--- src/rtl/nios2_oci_dct_packer_pkg.sv ---
// Shared trace parameters, atom encodings and slot-placement helper
// for the OCI compressed-trace (DCT) producer.
package nios2_oci_trace_pkg;

    localparam int unsigned ATOM_W = 2;
    localparam int unsigned ATOMS  = 15;
    localparam int unsigned BUF_W  = ATOM_W * ATOMS;
    localparam int unsigned CNT_W  = 4;

    localparam logic [CNT_W-1:0] ATOMS_CNT = CNT_W'(ATOMS);

    typedef logic [ATOM_W-1:0] atom_t;
    typedef logic [BUF_W-1:0]  dct_buf_t;
    typedef logic [CNT_W-1:0]  dct_cnt_t;

    typedef enum logic [ATOM_W-1:0] {
        ATOM_NONE = 2'b00,
        ATOM_NT   = 2'b01,
        ATOM_T    = 2'b10,
        ATOM_EXC  = 2'b11
    } atom_code_e;

    // Position an atom at its slot; slot 0 sits at the LSB.
    function automatic dct_buf_t place_atom(input atom_t atom, input dct_cnt_t slot);
        return BUF_W'(atom) << (slot * ATOM_W);
    endfunction

endpackage

--- src/rtl/nios2_oci_dct_packer_if.sv ---
// Word-level valid/ready channel between the packer and the trace FIFO.
interface nios2_oci_dct_packer_if;
    import nios2_oci_trace_pkg::*;

    logic     dct_valid;
    logic     dct_ready;
    dct_buf_t dct_buffer;
    dct_cnt_t dct_count;

    modport master (
        output dct_valid,
        output dct_buffer,
        output dct_count,
        input  dct_ready
    );

    modport slave (
        input  dct_valid,
        input  dct_buffer,
        input  dct_count,
        output dct_ready
    );

endinterface

--- src/rtl/nios2_oci_dct_packer_outreg.sv ---
// Single-entry valid/ready holding register for finished DCT words.
module nios2_oci_dct_outreg
    import nios2_oci_trace_pkg::*;
(
    input  logic     clk,
    input  logic     reset,
    input  logic     load,
    input  dct_buf_t load_buf,
    input  dct_cnt_t load_cnt,
    output logic     out_free,
    nios2_oci_dct_packer_if.master dct
);

    assign out_free = !dct.dct_valid || dct.dct_ready;

    // Hold the word until accepted; a load replaces it on the accept edge.
    always_ff @(posedge clk) begin
        if (reset) begin
            dct.dct_valid  <= 1'b0;
            dct.dct_buffer <= '0;
            dct.dct_count  <= '0;
        end else if (load) begin
            dct.dct_valid  <= 1'b1;
            dct.dct_buffer <= load_buf;
            dct.dct_count  <= load_cnt;
        end else if (dct.dct_ready) begin
            dct.dct_valid  <= 1'b0;
        end
    end

endmodule

--- src/rtl/nios2_oci_dct_packer.sv ---
// Packs 2-bit trace atoms into 30-bit DCT words; accumulator, flush and
// overflow control live here, the output stage in nios2_oci_dct_outreg.
module nios2_oci_dct_packer
    import nios2_oci_trace_pkg::*;
(
    input  logic  clk,
    input  logic  reset,
    input  logic  atom_valid,
    input  atom_t atom_data,
    input  logic  flush,
    input  logic  overflow_clr,
    output logic  overflow,
    nios2_oci_dct_packer_if.master dct
);

    dct_buf_t acc_buf, acc_buf_nxt, merged_buf, load_buf;
    dct_cnt_t acc_cnt, acc_cnt_nxt, merged_cnt, load_cnt;
    logic     flush_pend, flush_pend_nxt;
    logic     acc_full, take, load, drop, out_free, flush_req;

    nios2_oci_dct_outreg u_outreg (
        .clk      (clk),
        .reset    (reset),
        .load     (load),
        .load_buf (load_buf),
        .load_cnt (load_cnt),
        .out_free (out_free),
        .dct      (dct)
    );

    // Accept/transfer/drop decision for the accumulator this cycle.
    always_comb begin
        acc_full   = (acc_cnt == ATOMS_CNT);
        flush_req  = flush || flush_pend;
        take       = atom_valid && !flush_pend && !acc_full;
        merged_buf = acc_buf;
        merged_cnt = acc_cnt;
        if (take) begin
            merged_buf = acc_buf | place_atom(atom_data, acc_cnt);
            merged_cnt = acc_cnt + 1'b1;
        end
        acc_buf_nxt    = merged_buf;
        acc_cnt_nxt    = merged_cnt;
        flush_pend_nxt = 1'b0;
        load           = 1'b0;
        load_buf       = merged_buf;
        load_cnt       = merged_cnt;
        drop           = atom_valid && !take;

        if (acc_full) begin
            // A held full word leaves first; a fresh atom restarts at slot 0.
            load_buf = acc_buf;
            load_cnt = acc_cnt;
            if (out_free) begin
                load = 1'b1;
                if (atom_valid && !flush_pend) begin
                    acc_buf_nxt    = place_atom(atom_data, '0);
                    acc_cnt_nxt    = CNT_W'(1);
                    flush_pend_nxt = flush;
                    drop           = 1'b0;
                end else begin
                    acc_buf_nxt = '0;
                    acc_cnt_nxt = '0;
                end
            end else begin
                flush_pend_nxt = flush_req;
            end
        end else if ((merged_cnt == ATOMS_CNT) || (flush_req && (merged_cnt != '0))) begin
            if (out_free) begin
                load        = 1'b1;
                acc_buf_nxt = '0;
                acc_cnt_nxt = '0;
            end else begin
                flush_pend_nxt = flush_req;
            end
        end
    end

    // Accumulator, pending-flush and sticky overflow registers.
    always_ff @(posedge clk) begin
        if (reset) begin
            acc_buf    <= '0;
            acc_cnt    <= '0;
            flush_pend <= 1'b0;
            overflow   <= 1'b0;
        end else begin
            acc_buf    <= acc_buf_nxt;
            acc_cnt    <= acc_cnt_nxt;
            flush_pend <= flush_pend_nxt;
            if (drop) begin
                overflow <= 1'b1;
            end else if (overflow_clr) begin
                overflow <= 1'b0;
            end
        end
    end

endmodule
--- src/flat_wrapper.sv ---
// flat-port wrapper written by rule: the top's interface ports become plain ports
module nios2_oci_dct_packer_flat import nios2_oci_trace_pkg::*;
  (clk, reset, atom_valid, atom_data, flush, overflow_clr, overflow, dct_dct_valid, dct_dct_buffer, dct_dct_count, dct_dct_ready);
  nios2_oci_dct_packer_if dct_i ();
  input  logic clk;
  input  logic reset;
  input  logic atom_valid;
  input  atom_t atom_data;
  input  logic flush;
  input  logic overflow_clr;
  output logic overflow;
  output wire logic [$bits(dct_i.dct_valid)-1:0] dct_dct_valid;
  output wire logic [$bits(dct_i.dct_buffer)-1:0] dct_dct_buffer;
  output wire logic [$bits(dct_i.dct_count)-1:0] dct_dct_count;
  input wire logic [$bits(dct_i.dct_ready)-1:0] dct_dct_ready;
  assign dct_dct_valid = dct_i.dct_valid;
  assign dct_dct_buffer = dct_i.dct_buffer;
  assign dct_dct_count = dct_i.dct_count;
  assign dct_i.dct_ready = dct_dct_ready;
  nios2_oci_dct_packer u_core (.clk(clk), .reset(reset), .atom_valid(atom_valid), .atom_data(atom_data), .flush(flush), .overflow_clr(overflow_clr), .overflow(overflow), .dct(dct_i));
endmodule
--- config.mk ---
export PLATFORM = sky130hd
export DESIGN_NAME = nios2_oci_dct_packer_flat
export DESIGN_NICKNAME = d
export VERILOG_FILES = /design/src/rtl/nios2_oci_dct_packer_pkg.sv /design/src/rtl/nios2_oci_dct_packer_if.sv /design/src/rtl/nios2_oci_dct_packer_outreg.sv /design/src/rtl/nios2_oci_dct_packer.sv /design/src/flat_wrapper.sv
export SDC_FILE = /design/constraint.sdc
export NUM_CORES = 1
export LEC_CHECK = 0
export ABC_CLOCK_PERIOD_IN_PS = 3700
export BUFFER_PORTS_ARGS = -buffer_cell sky130_fd_sc_hd__buf_2
export CAP_MARGIN = 20
export CORE_AREA = 2 2 106 57
export DETAILED_ROUTE_END_ITERATION = 7
export DIE_AREA = 0 0 108 59
export PLACE_DENSITY_LB_ADDON = 0.3
export SLEW_MARGIN = 30
export SYNTH_ARGS = -nofsm -noshare
export SYNTH_HDL_FRONTEND = slang
export SYNTH_SLANG_ARGS = --single-unit
export TNS_END_PERCENT = 1
--- constraint.sdc ---
create_clock -name clk -period 3.7 [get_ports clk]
set_input_delay 0.37 -clock clk [delete_from_list [all_inputs] [get_ports clk]]
set_output_delay 0.37 -clock clk [all_outputs]
set_load 0.05 [all_outputs]
# [Yosys cells after proc, flatten, opt, wreduce, memory -nomap -nowiden]
# Cells that the tools add are included.
[op_classes] eq_ne=2 shift=1 n_addsub=1 n_mux=29 n_reduce_logical=14 n_bitwise=1
[ops] op="$mux 30" count=6
[ops] op="$or 30x30->30" count=1
[ops] op="$shl 2x5->30" count=1
[ops] op="$mux 4" count=6
[ops] op="$mux 1" count=16
[ops] op="$eq 4x4->1 const B" count=2
[ops] op="$add 4x1->4 const B" count=1
[ops] op="$logic_and 1x1->1" count=4
[ops] op="$logic_not 1->1" count=4
[ops] op="$reduce_bool 2->1" count=2
[ops] op="$reduce_bool 4->1" count=1
[ops] op="$logic_or 1x1->1" count=3
[ops] op="$mux 2" count=1
[word_totals] out_inout_bits=36 input_bits=8 wordCells=55 register_bits=71

# [Logic depth before layout (Yosys ltp)]
# Gate-level depths: netlist of run 1.
[depth] ltp_word=10 ltp_mapped=10

# [Modules after synthesis]
# Synthesis of run 1 repeated with hierarchy kept, for this count alone.
[hier_totals] cells_unflattened=335 area_unflattened_um2=3034.2
[by_module_without_submodules] module="nios2_oci_dct_packer" instances=1 cells_per_inst=221 area_per_inst_um2=1761.7
[by_module_without_submodules] module="nios2_oci_dct_outreg" instances=1 cells_per_inst=114 area_per_inst_um2=1272.5

# [Least setup slack after synthesis of run 1]
# No wires, ideal clock.
[synth_path] path_type="register to register" start="register u_core.acc_cnt[0]" end="register u_core.u_outreg.dct.dct_count[2]" path_stages_with_launch=9 setup_ns=0.121 t_arrival_ns=2.015 required_ns=3.579 synth_period_minus_slack_ns=2.136 path_slack_ns=1.564 path_cell_list="dfxtp_1 -> ha_1 -> buf_2 -> nand3_2 -> a211oi_2 -> o311ai_4 -> a22o_1 -> buf_6 -> mux2_4"
[synth_via] elab_chain_len=9 elab_cells_between_ends=12 classes_between="1 x add/sub; 2 x eq/ne; 4 x mux; 5 x reduce/logical"
[synth_lines] element="start: declaration" line_no="nios2_oci_dct_packer.sv:17" text="dct_cnt_t acc_cnt, acc_cnt_nxt, merged_cnt, load_cnt;"
[synth_lines] element="start signal: assignment" line_no="nios2_oci_dct_packer.sv:88" text="acc_cnt <= acc_cnt_nxt;"
[synth_lines] element="parallel branches: the longest is 9 deep, another holds $add 4x1->4"
[synth_lines] element="end signal: assignment" line_no="nios2_oci_dct_packer_outreg.sv:25" text="dct.dct_count <= load_cnt;"
[synth_lines] element="end: declaration" line_no="nios2_oci_dct_packer_if.sv:13" text="output dct_count,"
# Several ways; the timed one is not identified.
# A chain may end at the register's enable or synchronous reset.

# [Worst setup path in the final report of run 1]
[layout_path] start="register u_core.acc_cnt[0]" end="register u_core.u_outreg.dct.dct_buffer[15]"
[layout_via] elab_chain_len=9 elab_cells_between_ends=15 classes_between="1 x add/sub; 2 x eq/ne; 1 x shift; 5 x mux; 1 x bitwise; 5 x reduce/logical"
[layout_lines] element="parallel branches: the longest is 9 deep, another holds $add 4x1->4"
[layout_lines] element="end signal: assignment" line_no="nios2_oci_dct_packer_outreg.sv:24" text="dct.dct_buffer <= load_buf;"
[layout_lines] element="end: declaration" line_no="nios2_oci_dct_packer_if.sv:12" text="output dct_buffer,"
# Several ways; the timed one is not identified.

==> results.md, run 1 <==
- Status: complete, no violations
- Synth warn: 0
- CP max stage delay: 0.67 ns
- Cell area after synthesis: 0.00315 mm²
- Post-synthesis register bit count: 71
- Yosys cell types: 44
- Sequence of cells on the critical path: ha_1, and3_1, o21ai_0, a31oi_2, a22o_2, buf_12, a211oi_1
- Total negative slack: 0 ns
- Crit path max-delay family: compound AO/OA/AOI/OAI gates
- # rows: 19
- Top cells by count, synth: dfxtp_1, a211oi_1, a221oi_1
- Syn Area/Cell: 10.1 µm²
- Critical Path AT: 3.16 ns
- CP Class: register to register
- Worst min path class: input port to register
- Final Util: 0.663
- Buf+Inv Stages, Crit Path: 1
- Clock sink total: 71
- Synth Net Count: 321
- Most frequent cell after synthesis: dfxtp_1
- Chip height: 59 µm
- Area share of the largest cell type after synthesis: 0.451
- Post-synth top area cell: dfxtp_1
- Nets@finish: 344
- Slew headroom: 0.368
- Area contributors post-synth: dfxtp_1, nor3_2, a221oi_1, a211oi_1, a21oi_1
- HPWL after DPL: 4.83 mm
- Initial core utilization: 0.590
- Tcrit/Tclk final: 0.805
- Via count: 2762
- Number of global-route vias before repair: 2483
- Antenna Cells: 0
- Antenna violations before repair: 0
- CTS tree: yes
- Fill cells: 409
- Critical path endpoint category: register
- Asr flop ratio synth: 0
- 1st-pass router iterations: 6
- Num CTS Buffers: 9
- Routed len/inst: 18.7 µm
- Global-route wire length before repair: 12.5 mm
- Root Buffer: clkbuf_8
- H-tree depth: 3
- Chip width: 108 µm
- Die area: 0.00637 mm²
- CTS Hold Buffers Added: 0
- Worst setup SP type: register
- Register area: 0.00142 mm²
- Peak VDD IR: 0.303 mV
- GR Util All Layers: 0.255
- Overall power: 0.00185 W
- Core box area: 0.00535 mm²
- Residual DRC: 0
- Worst-Margin Slew: 0.941 ns
- Port Buf Inserts: 43
- Clk_skew: 0.00684 ns
- Footprint of the multi-input gates: 0.00154 mm²
- Post-Route WL: 7.73 mm
- Antenna Nets Post-Route: 0
- Reg clk slew, reported paths: 0.08 ns
- I/O pin count: 44
- Post-cts gate resize count: 0
- Final Max Slew Viols: 0
- Clock tree buffer depth: 2
- Required @ worst endpoint: 3.88 ns
- Max Freq: 336 MHz
- EDFF count, synth: 0
- Slowest CP cell: a22o_2
- Worst Path Max Fanout: 30
- Worst skew pair latency: 0.34 ns
- Largest net degree at the start of global routing: 41
- Gr ovfl total: 0
- Dominant synthesized flop cell: dfxtp_1
- Layout area overhead: 12.5%
- Placer congestion estimate: 0.934
- Number of max-cap violations: 0
- Via/cell ratio: 6.69
- Leakage: 1.34 nW
- Final setup vio count: 0
- Hold Vio Cnt, Final: 0
- Seq/Total Area, Yosys: 0.451
- Initial DRC count: 191
- Final Critical Period: 2.98 ns
- Setup bufs post-CTS: 0
- Layout cell share with drive strength beyond 1: 0.309
- Syn Inst Count: 312
- Power per cell area: 520 mW/mm²
- RSZ-0062 raised after global routing: false
==> path summary, 6_finish.rpt <==
path / from / to / slack (ns) / cells after the start
worst max register to register: u_core.acc_cnt[0] / u_core.u_outreg.dct.dct_buffer[15] / 0.72 / 7
worst min-delay path: overflow_clr / u_core.overflow / 0.30 / 3
worst max-delay path: u_core.acc_cnt[0] / u_core.u_outreg.dct.dct_buffer[15] / 0.72 / 7
worst min register to register: u_core.acc_buf[17] / u_core.acc_buf[17] / 0.48 / 2
==> cells by family (layout without fill, tap and decap cells) <==
family                     count (synthesis)  in the layout  share of synthesized area
AOI/OAI and AO/OA                        121            121                      0.282
xor gates and xnor gates                   1              1                    0.00278
adders and majority gates                  1              1                    0.00397
buffers and inverters                     39             67                     0.0623
DFF                                       71             71                      0.451
muxes                                      3              3                     0.0111
and+or+nand+nor                           76             76                      0.188
==> layout make-up <==
class / count / area share
Clock buffer: 12 / 0.0437
Tap cell: 73 / 0.0257
Inverter: 1 / 0.00106
Clock inverter: 4 / 0.0148
Timing Repair Buffer: 50 / 0.0790
Sequential cell: 71 / 0.401
Multi-Input combinational cell: 202 / 0.435
==> state kept, by name, indices dropped and copies added, names as in the netlist <==
register	count
u_core.acc_buf	30
u_core.acc_cnt	4
u_core.flush_pend	1
u_core.overflow	1
u_core.u_outreg.dct.dct_buffer	30
u_core.u_outreg.dct.dct_count	4
u_core.u_outreg.dct.dct_valid	1
==> metrics by stage <==
step	area (µm²)	std cells	setup WS (ns)	hold WS [ns]
finish	3550	413	0.720	0.298
detailed placement	3330	397	0.792	0.471
global placement	3330	397	0.959	0.456
CTS	3540	413	0.774	0.284
floorplan	3150	312	1.56	0.454
global route	3550	413	0.557	0.297
==> metal layers <==
layer / wire length (µm) / GRT usage / up-vias
met3: 646 / 0.0714 / 19
met5: 0 / 0 / -
met1: 3470 / 0.354 / 1342
met2: 3510 / 0.381 / 134
met4: 110 / 0.0989 / 0
li1: - / - / 1267
==> report_power, final <==
part	total, W	internal, W	switching, W
logic	0.000377	0.000104	0.000273
registers	0.000828	0.000804	0.0000237
clock network	0.000641	0.000351	0.000290
==> tightest hold or removal path, delay by kind of cell <==
family | cells | cell delay, ns
compound gates | 1 | 0.06
simple gates | 1 | 0.10
buf+inv | 1 | 0.07
==> placed cells by master, fill, tap and decap left out, types with 4 or more instances in the layout <==
master	instances
buf_4	6
and3b_1	4
nand2b_1	5
buf_2	43
o31ai_1	4
a21oi_1	28
a221oi_1	32
nor3_2	30
a31oi_1	8
dfxtp_1	71
o21ai_0	6
nand3_1	4
nor2_1	6
clkbuf_8	11
a211oi_1	33
nand2_1	6
Note: power is estimated with default switching activity, not from simulation.
==> run 2: changes to the inputs <==
--- a/config.mk
+++ b/config.mk
@@ -5,12 +5,12 @@
 export SDC_FILE = /design/constraint.sdc
 export NUM_CORES = 1
 export LEC_CHECK = 0
-export ABC_CLOCK_PERIOD_IN_PS = 3700
+export ABC_CLOCK_PERIOD_IN_PS = 2450
 export BUFFER_PORTS_ARGS = -buffer_cell sky130_fd_sc_hd__buf_2
 export CAP_MARGIN = 20
-export CORE_AREA = 2 2 106 57
+export CORE_AREA = 2 2 115 61
 export DETAILED_ROUTE_END_ITERATION = 7
-export DIE_AREA = 0 0 108 59
+export DIE_AREA = 0 0 117 63
 export PLACE_DENSITY_LB_ADDON = 0.3
 export SLEW_MARGIN = 30
 export SYNTH_ARGS = -nofsm -noshare
==> constraint.sdc (replaced) <==
create_clock -name clk -period 2.45 [get_ports clk]
set_input_delay 0.245 -clock clk [delete_from_list [all_inputs] [get_ports clk]]
set_output_delay 0.245 -clock clk [all_outputs]
set_load 0.05 [all_outputs]
==> run 2 against run 1 <==
Compared with the run above: worst setup slack worse by 0.55 ns; die area increased by 16%; sequential share of layout area down 2.9 points; critical path depth unchanged; clock-buffer cell count shrank 2.
==> results.md, run 2 (synthesis gave the netlist of run 1 again) <==
- Status: complete, no violations
- Antenna violations before repair: 0
- Number of max-cap violations: 0
- Clock sink total: 71
- Power per cell area: 882 mW/mm²
- Global-route wire length before repair: 13.2 mm
- Num CTS Buffers: 9
- Initial core utilization: 0.490
- Fill cells: 553
- # rows: 21
- Final Critical Period: 2.28 ns
- Residual DRC: 0
- Root Buffer: clkbuf_16
- Die area: 0.00737 mm²
- Antenna Cells: 0
- GR Util All Layers: 0.237
- Layout cell share with drive strength beyond 1: 0.332
- Register area: 0.00142 mm²
- Slew headroom: 0.468
- Footprint of the multi-input gates: 0.00154 mm²
- Nets@finish: 356
- CP Capture Point: u_core.u_outreg.dct.dct_count[3]
- Chip width: 117 µm
- Reg-to-reg endpoint: u_core.u_outreg.dct.dct_count[3]
- Hold Vio Cnt, Final: 0
- I/O pin count: 44
- R2R setup slack: 0.17 ns
- Final Max Slew Viols: 0
- Crit path max-delay family: compound AO/OA/AOI/OAI gates
- Largest registers: u_core.acc_buf: 30 flops, u_core.u_outreg.dct.dct_buffer: 30 flops
- Crit path depth: 7
- Worst setup SP type: register
- Slowest CP cell: a22o_2
- Layout area overhead: 21.3%
- Critical Path AT: 2.50 ns
- Clk_skew: 0.00649 ns
- Initial DRC count: 298
- Met1 usage: 0.370
- Worst Setup SP: u_core.acc_cnt[0]
- Final setup vio count: 0
- HPWL after DPL: 5.57 mm
- Worst-Margin Slew: 0.796 ns
- Peak VDD IR: 0.547 mV
- Worst min path class: input port to register
- H-tree depth: 3
- Via count: 2736
- Core box area: 0.00644 mm²
- CTS tree: yes
- Worst r2r src: u_core.acc_cnt[0]
- Placer congestion estimate: 0.927
- Via/cell ratio: 6.16
- Reg clk slew, reported paths: 0.06 ns
- Worst Path Max Fanout: 25
- Number of global-route vias before repair: 2463
- Max Freq: 439 MHz
- Most common cell after layout, fill and taps aside: dfxtp_1
- Reg2reg path depth: 7
- GRT met3 Usage: 0.0650
- Buf+Inv Stages, Crit Path: 1
- Critical path endpoint category: register
- Total negative slack: 0 ns
- Global routing's busiest layer: met1
- RSZ-0062 raised after global routing: false
- Met2 Usage GRT: 0.307
- CP max stage delay: 0.37 ns
- Required @ worst endpoint: 2.67 ns
- Chip height: 63 µm
- Worst skew pair latency: 0.34 ns
- Largest net degree at the start of global routing: 40
- Leakage: 1.47 nW
- Antenna Nets Post-Route: 0
- Gr ovfl total: 0
- CP Class: register to register
- Port Buf Inserts: 43
- 1st-pass router iterations: 5
- Final Util: 0.594
- Tcrit/Tclk final: 0.929
- Sequence of cells on the critical path: ha_1, a21boi_0, o21ai_0, o311ai_4, a22o_2, buf_12, o221a_2
- Routed len/inst: 18.7 µm
- CTS Hold Buffers Added: 0
- Clock tree buffer depth: 2
- Leading cell types in the layout, fill and taps excluded: dfxtp_1, buf_2, a211oi_1
- Post-Route WL: 8.28 mm
-- run 2: worst min path at each step --
stage | from | endpoint | slack [ns] | cells past startpoint
after floorplan | atom_data[0] | u_core.acc_buf[0] | 0.38 | 2
after global placement | u_core.overflow | u_core.overflow | 0.45 | 2
after detailed placement | u_core.acc_buf[8] | u_core.acc_buf[8] | 0.47 | 2
after CTS | overflow_clr | u_core.overflow | 0.17 | 3
after global routing | overflow_clr | u_core.overflow | 0.21 | 3
final | overflow_clr | u_core.overflow | 0.18 | 3
-- run 2: worst reg2reg max path: cells and delay by family, from the launching register on --
family	cells	cell delay, ns
buf+inv	1	0.19
flops	1	0.33
compound gates	5	1.31
fa+ha+maj	1	0.34
-- run 2: layout make-up --
cell class              instances  share of cell area
multi-input cells             202               0.402
flip-flops and latches         71               0.371
repair buffers                 62               0.103
clock buffers                  10              0.0625
clock inverters                 6              0.0301
well taps                      92              0.0301
inverters                       1            0.000981
-- run 2: metrics by stage --
step | cell area, µm² | hold WS (ns) | power, W | setup slack (ns) | std cells
floorplan | 3150 | 0.377 | 0.00173 | 0.314 | 312
global placement | 3460 | 0.455 | 0.00185 | 0.247 | 428
detailed placement | 3460 | 0.473 | 0.00186 | 0.220 | 428
CTS | 3810 | 0.172 | 0.00339 | 0.160 | 444
global route | 3830 | 0.210 | 0.00348 | 0.0203 | 444
finish | 3830 | 0.176 | 0.00337 | 0.173 | 444
-- run 2: metal layers --
metal,share of wire,wire (µm)
met1,0.50,4180
met2,0.40,3320
met3,0.081,672
met4,0.013,104
met5,0,0
-- run 2: power by group --
| part | switching, W | leakage, nW | internal (W) |
|---|---|---|---|
| Clock | 0.000501 | 0.170 | 0.00103 |
| Sequential | 0.0000294 | 0.578 | 0.00122 |
| Combinational | 0.000427 | 0.723 | 0.000173 |
| Total | 0.000958 | 1.47 | 0.00242 |
-- run 2: repair_timing --
action | CTS | global route
resized for setup | 0 | 3
endpoints found under the hold margin | 0 | 0
endpoints found under the setup margin | 0 | 4
buffers inserted | 0 | 0
